**src/rtl/puf_ctrl_pkg.sv**
```systemverilog
// Shared types and widths for the PUF key sequencer.
package puf_ctrl_pkg;

    localparam int unsigned RESP_W = 8;  // parallel PUF cells
    localparam int unsigned CHAL_W = 2;  // challenge bus width

    typedef enum logic [2:0] {
        StIdle,
        StSettle,
        StGap,
        StVote,
        StDone
    } state_e;

endpackage

```
**src/rtl/puf_vote_acc.sv**
```systemverilog
// Per-bit ones counters for majority voting of PUF responses.
// Optional macro: PUF_STABILITY_EN adds per-bit unanimity (unstable) flags.
module puf_vote_acc
    import puf_ctrl_pkg::*;
#(
    parameter int unsigned SAMPLES = 5
) (
    input  logic              clk,
    input  logic              reset,
    input  logic              clear,
    input  logic              inc,
    input  logic [RESP_W-1:0] resp,
    output logic [RESP_W-1:0] majority
`ifdef PUF_STABILITY_EN
    ,
    output logic [RESP_W-1:0] unstable
`endif
);

    localparam int unsigned CNT_W = $clog2(SAMPLES + 1);
    localparam logic [CNT_W-1:0] HALF = CNT_W'(SAMPLES / 2);
`ifdef PUF_STABILITY_EN
    localparam logic [CNT_W-1:0] FULL = CNT_W'(SAMPLES);
`endif

    logic [CNT_W-1:0] cnt_q [RESP_W];

    // Count ones per response bit; clear wins over increment.
    always_ff @(posedge clk) begin
        for (int i = 0; i < int'(RESP_W); i++) begin
            if (reset || clear) begin
                cnt_q[i] <= '0;
            end else if (inc && resp[i]) begin
                cnt_q[i] <= cnt_q[i] + CNT_W'(1);
            end
        end
    end

    // Majority and (optionally) disagreement flags from the current counts.
    always_comb begin
        majority = '0;
`ifdef PUF_STABILITY_EN
        unstable = '0;
`endif
        for (int i = 0; i < int'(RESP_W); i++) begin
            majority[i] = cnt_q[i] > HALF;
`ifdef PUF_STABILITY_EN
            unstable[i] = (cnt_q[i] != '0) && (cnt_q[i] != FULL);
`endif
        end
    end

endmodule

```
**src/rtl/puf_key_ctrl.sv**
```systemverilog
// PUF key sequencer: sweeps challenges, samples each several times, majority-votes
// the responses into a key and hands it over with a valid/ack handshake.
// Optional macro: PUF_STABILITY_EN adds the unstable_mask output.
module puf_key_ctrl
    import puf_ctrl_pkg::*;
#(
    parameter int unsigned SAMPLES       = 5,
    parameter int unsigned SETTLE_CYCLES = 4,
    parameter int unsigned NUM_CHAL      = 4
) (
    input  logic                         clk,
    input  logic                         reset,
    input  logic                         start,
    output logic                         busy,
    output logic                         puf_enable,
    output logic [CHAL_W-1:0]            puf_challenge,
    input  logic [RESP_W-1:0]            puf_response,
    output logic [RESP_W*NUM_CHAL-1:0]   key,
    output logic                         key_valid,
    input  logic                         key_ack
`ifdef PUF_STABILITY_EN
    ,
    output logic [RESP_W*NUM_CHAL-1:0]   unstable_mask
`endif
);

    localparam int unsigned KEY_W  = RESP_W * NUM_CHAL;
    localparam int unsigned SAMP_W = $clog2(SAMPLES + 1);
    localparam int unsigned SET_W  = $clog2(SETTLE_CYCLES + 1);

    state_e              state_q, state_d;
    logic [SET_W-1:0]    settle_q;
    logic [SAMP_W-1:0]   samp_q;
    logic [CHAL_W-1:0]   chal_q;
    logic [KEY_W-1:0]    key_q;
    logic                acc_clear, acc_inc;
    logic                settle_last, samp_last, chal_last;
    logic [RESP_W-1:0]   majority;
`ifdef PUF_STABILITY_EN
    logic [RESP_W-1:0]   unstable;
    logic [KEY_W-1:0]    unstable_q;
`endif

    assign settle_last = settle_q == SET_W'(SETTLE_CYCLES - 1);
    assign samp_last   = samp_q == SAMP_W'(SAMPLES - 1);
    assign chal_last   = chal_q == CHAL_W'(NUM_CHAL - 1);

    puf_vote_acc #(
        .SAMPLES (SAMPLES)
    ) u_vote_acc (
        .clk      (clk),
        .reset    (reset),
        .clear    (acc_clear),
        .inc      (acc_inc),
        .resp     (puf_response),
        .majority (majority)
`ifdef PUF_STABILITY_EN
        ,
        .unstable (unstable)
`endif
    );

    // State register.
    always_ff @(posedge clk) begin
        if (reset) begin
            state_q <= StIdle;
        end else begin
            state_q <= state_d;
        end
    end

    // Next state and accumulator controls.
    always_comb begin
        state_d   = state_q;
        acc_clear = 1'b0;
        acc_inc   = 1'b0;
        unique case (state_q)
            StIdle: begin
                if (start) begin
                    acc_clear = 1'b1;
                    state_d   = StSettle;
                end
            end
            StSettle: begin
                if (settle_last) begin
                    acc_inc = 1'b1;
                    state_d = StGap;
                end
            end
            StGap: begin
                state_d = samp_last ? StVote : StSettle;
            end
            StVote: begin
                acc_clear = 1'b1;
                state_d   = chal_last ? StDone : StSettle;
            end
            StDone: begin
                // A simultaneous start is dropped on purpose.
                if (key_ack) begin
                    state_d = StIdle;
                end
            end
            default: state_d = StIdle;
        endcase
    end

    // Indices, key and stability mask bookkeeping.
    always_ff @(posedge clk) begin
        if (reset) begin
            settle_q <= '0;
            samp_q   <= '0;
            chal_q   <= '0;
            key_q    <= '0;
`ifdef PUF_STABILITY_EN
            unstable_q <= '0;
`endif
        end else begin
            unique case (state_q)
                StIdle: begin
                    if (start) begin
                        settle_q <= '0;
                        samp_q   <= '0;
                        chal_q   <= '0;
                        key_q    <= '0;
`ifdef PUF_STABILITY_EN
                        unstable_q <= '0;
`endif
                    end
                end
                StSettle: begin
                    settle_q <= settle_last ? '0 : settle_q + SET_W'(1);
                end
                StGap: begin
                    if (!samp_last) begin
                        samp_q <= samp_q + SAMP_W'(1);
                    end
                end
                StVote: begin
                    key_q[int'(chal_q)*RESP_W +: RESP_W] <= majority;
`ifdef PUF_STABILITY_EN
                    unstable_q[int'(chal_q)*RESP_W +: RESP_W] <= unstable;
`endif
                    samp_q <= '0;
                    if (!chal_last) begin
                        chal_q <= chal_q + CHAL_W'(1);
                    end
                end
                default: ;
            endcase
        end
    end

    // Outputs decoded from state and held registers.
    always_comb begin
        busy          = state_q != StIdle;
        puf_enable    = state_q == StSettle;
        puf_challenge = chal_q;
        key_valid     = state_q == StDone;
        key           = key_q;
`ifdef PUF_STABILITY_EN
        unstable_mask = unstable_q;
`endif
    end

endmodule

```
**config.mk**
```make
export PLATFORM = sky130hd
export DESIGN_NAME = puf_key_ctrl
export DESIGN_NICKNAME = d
export VERILOG_FILES = /design/src/rtl/puf_ctrl_pkg.sv /design/src/rtl/puf_vote_acc.sv /design/src/rtl/puf_key_ctrl.sv
export SDC_FILE = /design/constraint.sdc
export NUM_CORES = 1
export LEC_CHECK = 0
export ABC_CLOCK_PERIOD_IN_PS = 3600
export CORE_MARGIN = 2
export CORE_UTILIZATION = 35
export CTS_CLUSTER_SIZE = 28
export DETAILED_ROUTE_END_ITERATION = 16
export PLACE_DENSITY = 0.57
export SYNTH_ARGS = -nofsm -noshare
export SYNTH_HDL_FRONTEND = slang
export SYNTH_SLANG_ARGS = --single-unit
export TNS_END_PERCENT = 5
```
**constraint.sdc**
```tcl
create_clock -name clk -period 3.6 [get_ports clk]
set_input_delay 0.54 -clock clk [delete_from_list [all_inputs] [get_ports clk]]
set_output_delay 0.54 -clock clk [all_outputs]
set_load 0.05 [all_outputs]
```
==> out/results.tsv <==
metric	value	unit
path_cells	inv_1, nor3_1, clkdlybuf4s50_1	
fp-row-count	34	
syn-instance-count	289	
viasPerCell	4.87	
drt_first_pass_iters	4	
coreArea	8640	um^2
synthesis.nets	324	
finalHoldViolations	0	
post_cts_buffers	0	
end_kind	output pin	
synth-edff-count	24	
status	finished, final reports clean	
fin_setup_tns	0	ps
path_class	flip-flop to output pin	
htreeDepth	3	
yosys.area.top_type	dfxtp_1	
grt_pass1_vias	2068	
post-route-util	0.448	
crit_path_start	state_q[0]	
ys_types	37	
syn_to_final_growth	25.1	%
max-slew-margin-rel	0.558	
cp.required	3060	ps
synthFlopType	dfxtp_1	
clk_latency	350	ps
gp_congestion	0.780	
hp-class	flip-flop to flip-flop	
cp_slowest_cell	clkdlybuf4s50_1	
cts_sinks	67	
cts_tree	done	
dieHeight	98.0	um
totalWireLength	6370	um
regToRegSetupSlack	1510	ps
period_needed	2950	ps
synth_common_cells	nor2_1 (44), dfxtp_1 (43), a22o_1 (32)	
ant_nets	0	
vias	2210	
cts_buffer_depth	2	
ys_top_cells_by_area	dfxtp_1 (28%), edfxtp_1 (23%), ha_1 (9.3%)	
r2r_start	state_q[2]	
io_pins	49	
crit_path_start_kind	flip-flop	
start_util	0.358	
worstReg2RegEnd	u_vote_acc.cnt_q[0][0]	
cts.root.buffer_cell	clkbuf_8	
grt_pass1_wl	10400	um
dp_worst_setup_slack	1000	ps
ir_drop	0.000199	V
powerDensity	414	nW/um^2
drc	0	
hpwl	4570	um
max_freq	0.339	GHz
ys_warn_count	0	
critPathMaxFanout	18	
io_buffers	48	
drtIter0Drc	80	
endpoint	puf_enable	
slowest_delay	880	ps
syn_avg_cell_area	10.7	um^2
worst_slack	651	ps
drv_slew	0	
cap_violations	0	
grt.overflow.total	0	
layout-drive-gt1-share	0.0751	
numCtsBuffers	9	
total_power	0.00160	W
setup_viol	0	
n_antenna_cell	0	
ys_seq_area_frac	0.512	
grt_max_degree	19	
p_leak	1.56	nW
grt_usage	0.136	
worst_pin_slew	660	ps
rsz0062_at_grt	false	
clock_skew	13.4	ps
rr_worst_depth	4	
ys_async_sr_fraction	0	
die_w	98.0	um
nNetsFinal	376	
min_period_over_period	0.819	
yosysTopAreaCellShare	0.279	
yosysMostFrequentCell	nor2_1	
place_inst	438	
die_area	9600	um^2
instances_no_fill	454	
antenna_found_initial	0	
cts.reportedPaths.clkPinSlew	80	ps
cts_resized	0	
cp.arrival	2410	ps
avgRoutedWirePerCell	14.0	um
cts-hold-fix-buffers	0	
syn-cell-area	3090	um^2
ys_ff_latch	67	
==> kinds of logic after synthesis <==
group           Yosys count  synth area share
buf+inv                  31            0.0417
simple gates             92             0.162
fa+ha+maj                23            0.0931
compound gates           65             0.159
xor+xnor                  9            0.0255
mux                       2           0.00688
flops                    67             0.512
==> worst max-delay path: cells and delay by family (launching register included) <==
family | cells | cell delay [ps]
AND/OR/NAND/NOR | 1 | 340
flip-flops | 1 | 690
buffers and inverters | 2 | 1050
==> area by class of cell <==
type | count | area, um^2
flip-flops and latches | 67 | 1580
inverters | 23 | 86.3
clock buffers | 11 | 151
clock inverters | 5 | 43.8
well taps | 108 | 135
repair buffers | 49 | 488
multi-input cells | 191 | 1380
fillers | 840 | 4770
==> per-layer routing <==
metal,track usage,part of all wire
met2,0.211,0.45
met1,0.185,0.50
met5,0,0
met4,0.0417,0.014
met3,0.0365,0.040
==> worst min-delay path by stage <==
stage	startpoint	endpoint	slack [ps]	cells after the start
after CTS	settle_q[2]	settle_q[2]	460	2
after global placement	settle_q[2]	settle_q[2]	460	2
after detailed placement	settle_q[2]	settle_q[2]	450	2
after floorplan	settle_q[2]	settle_q[2]	420	2
after global routing	key[7]	key[7]	510	1
final	settle_q[2]	settle_q[2]	470	2
==> report_power, final <==
group / leakage, nW / switching [W] / internal, W
combinational: 0.848 / 0.0000897 / 0.0000590
clock: 0.102 / 0.000321 / 0.000298
sequential: 0.609 / 0.0000251 / 0.000809
==> sequential cells by signal (all words and copies together) (netlist names) <==
name              cells
puf_challenge         2
state_q               3
settle_q              3
key                  32
samp_q                3
u_vote_acc.cnt_q     24
==> through the flow <==
stage               instance area [um^2]  hold slack, ps
floorplan                           3090             424
global placement                    3670             457
detailed placement                  3670             451
CTS                                 3870             463
global route                        3870             505
finish                              3870             467
==> placed cells by master, fill, tap and decap left out, types with 3 or more instances in the layout <==
cell,Yosys,layout
clkbuf_8,0,11
a22oi_1,3,3
nor4b_4,3,3
clkdlybuf4s50_1,0,48
dfxtp_1,43,43
nand3b_1,3,3
ha_1,23,23
a21oi_1,17,17
nor2_1,44,44
xnor2_1,9,9
nor2b_1,4,4
edfxtp_1,24,24
nand3_1,6,6
inv_1,23,23
nand2_1,17,17
a22o_1,32,32
a21o_1,8,8
No activity file was read; power rests on OpenSTA's default activity.
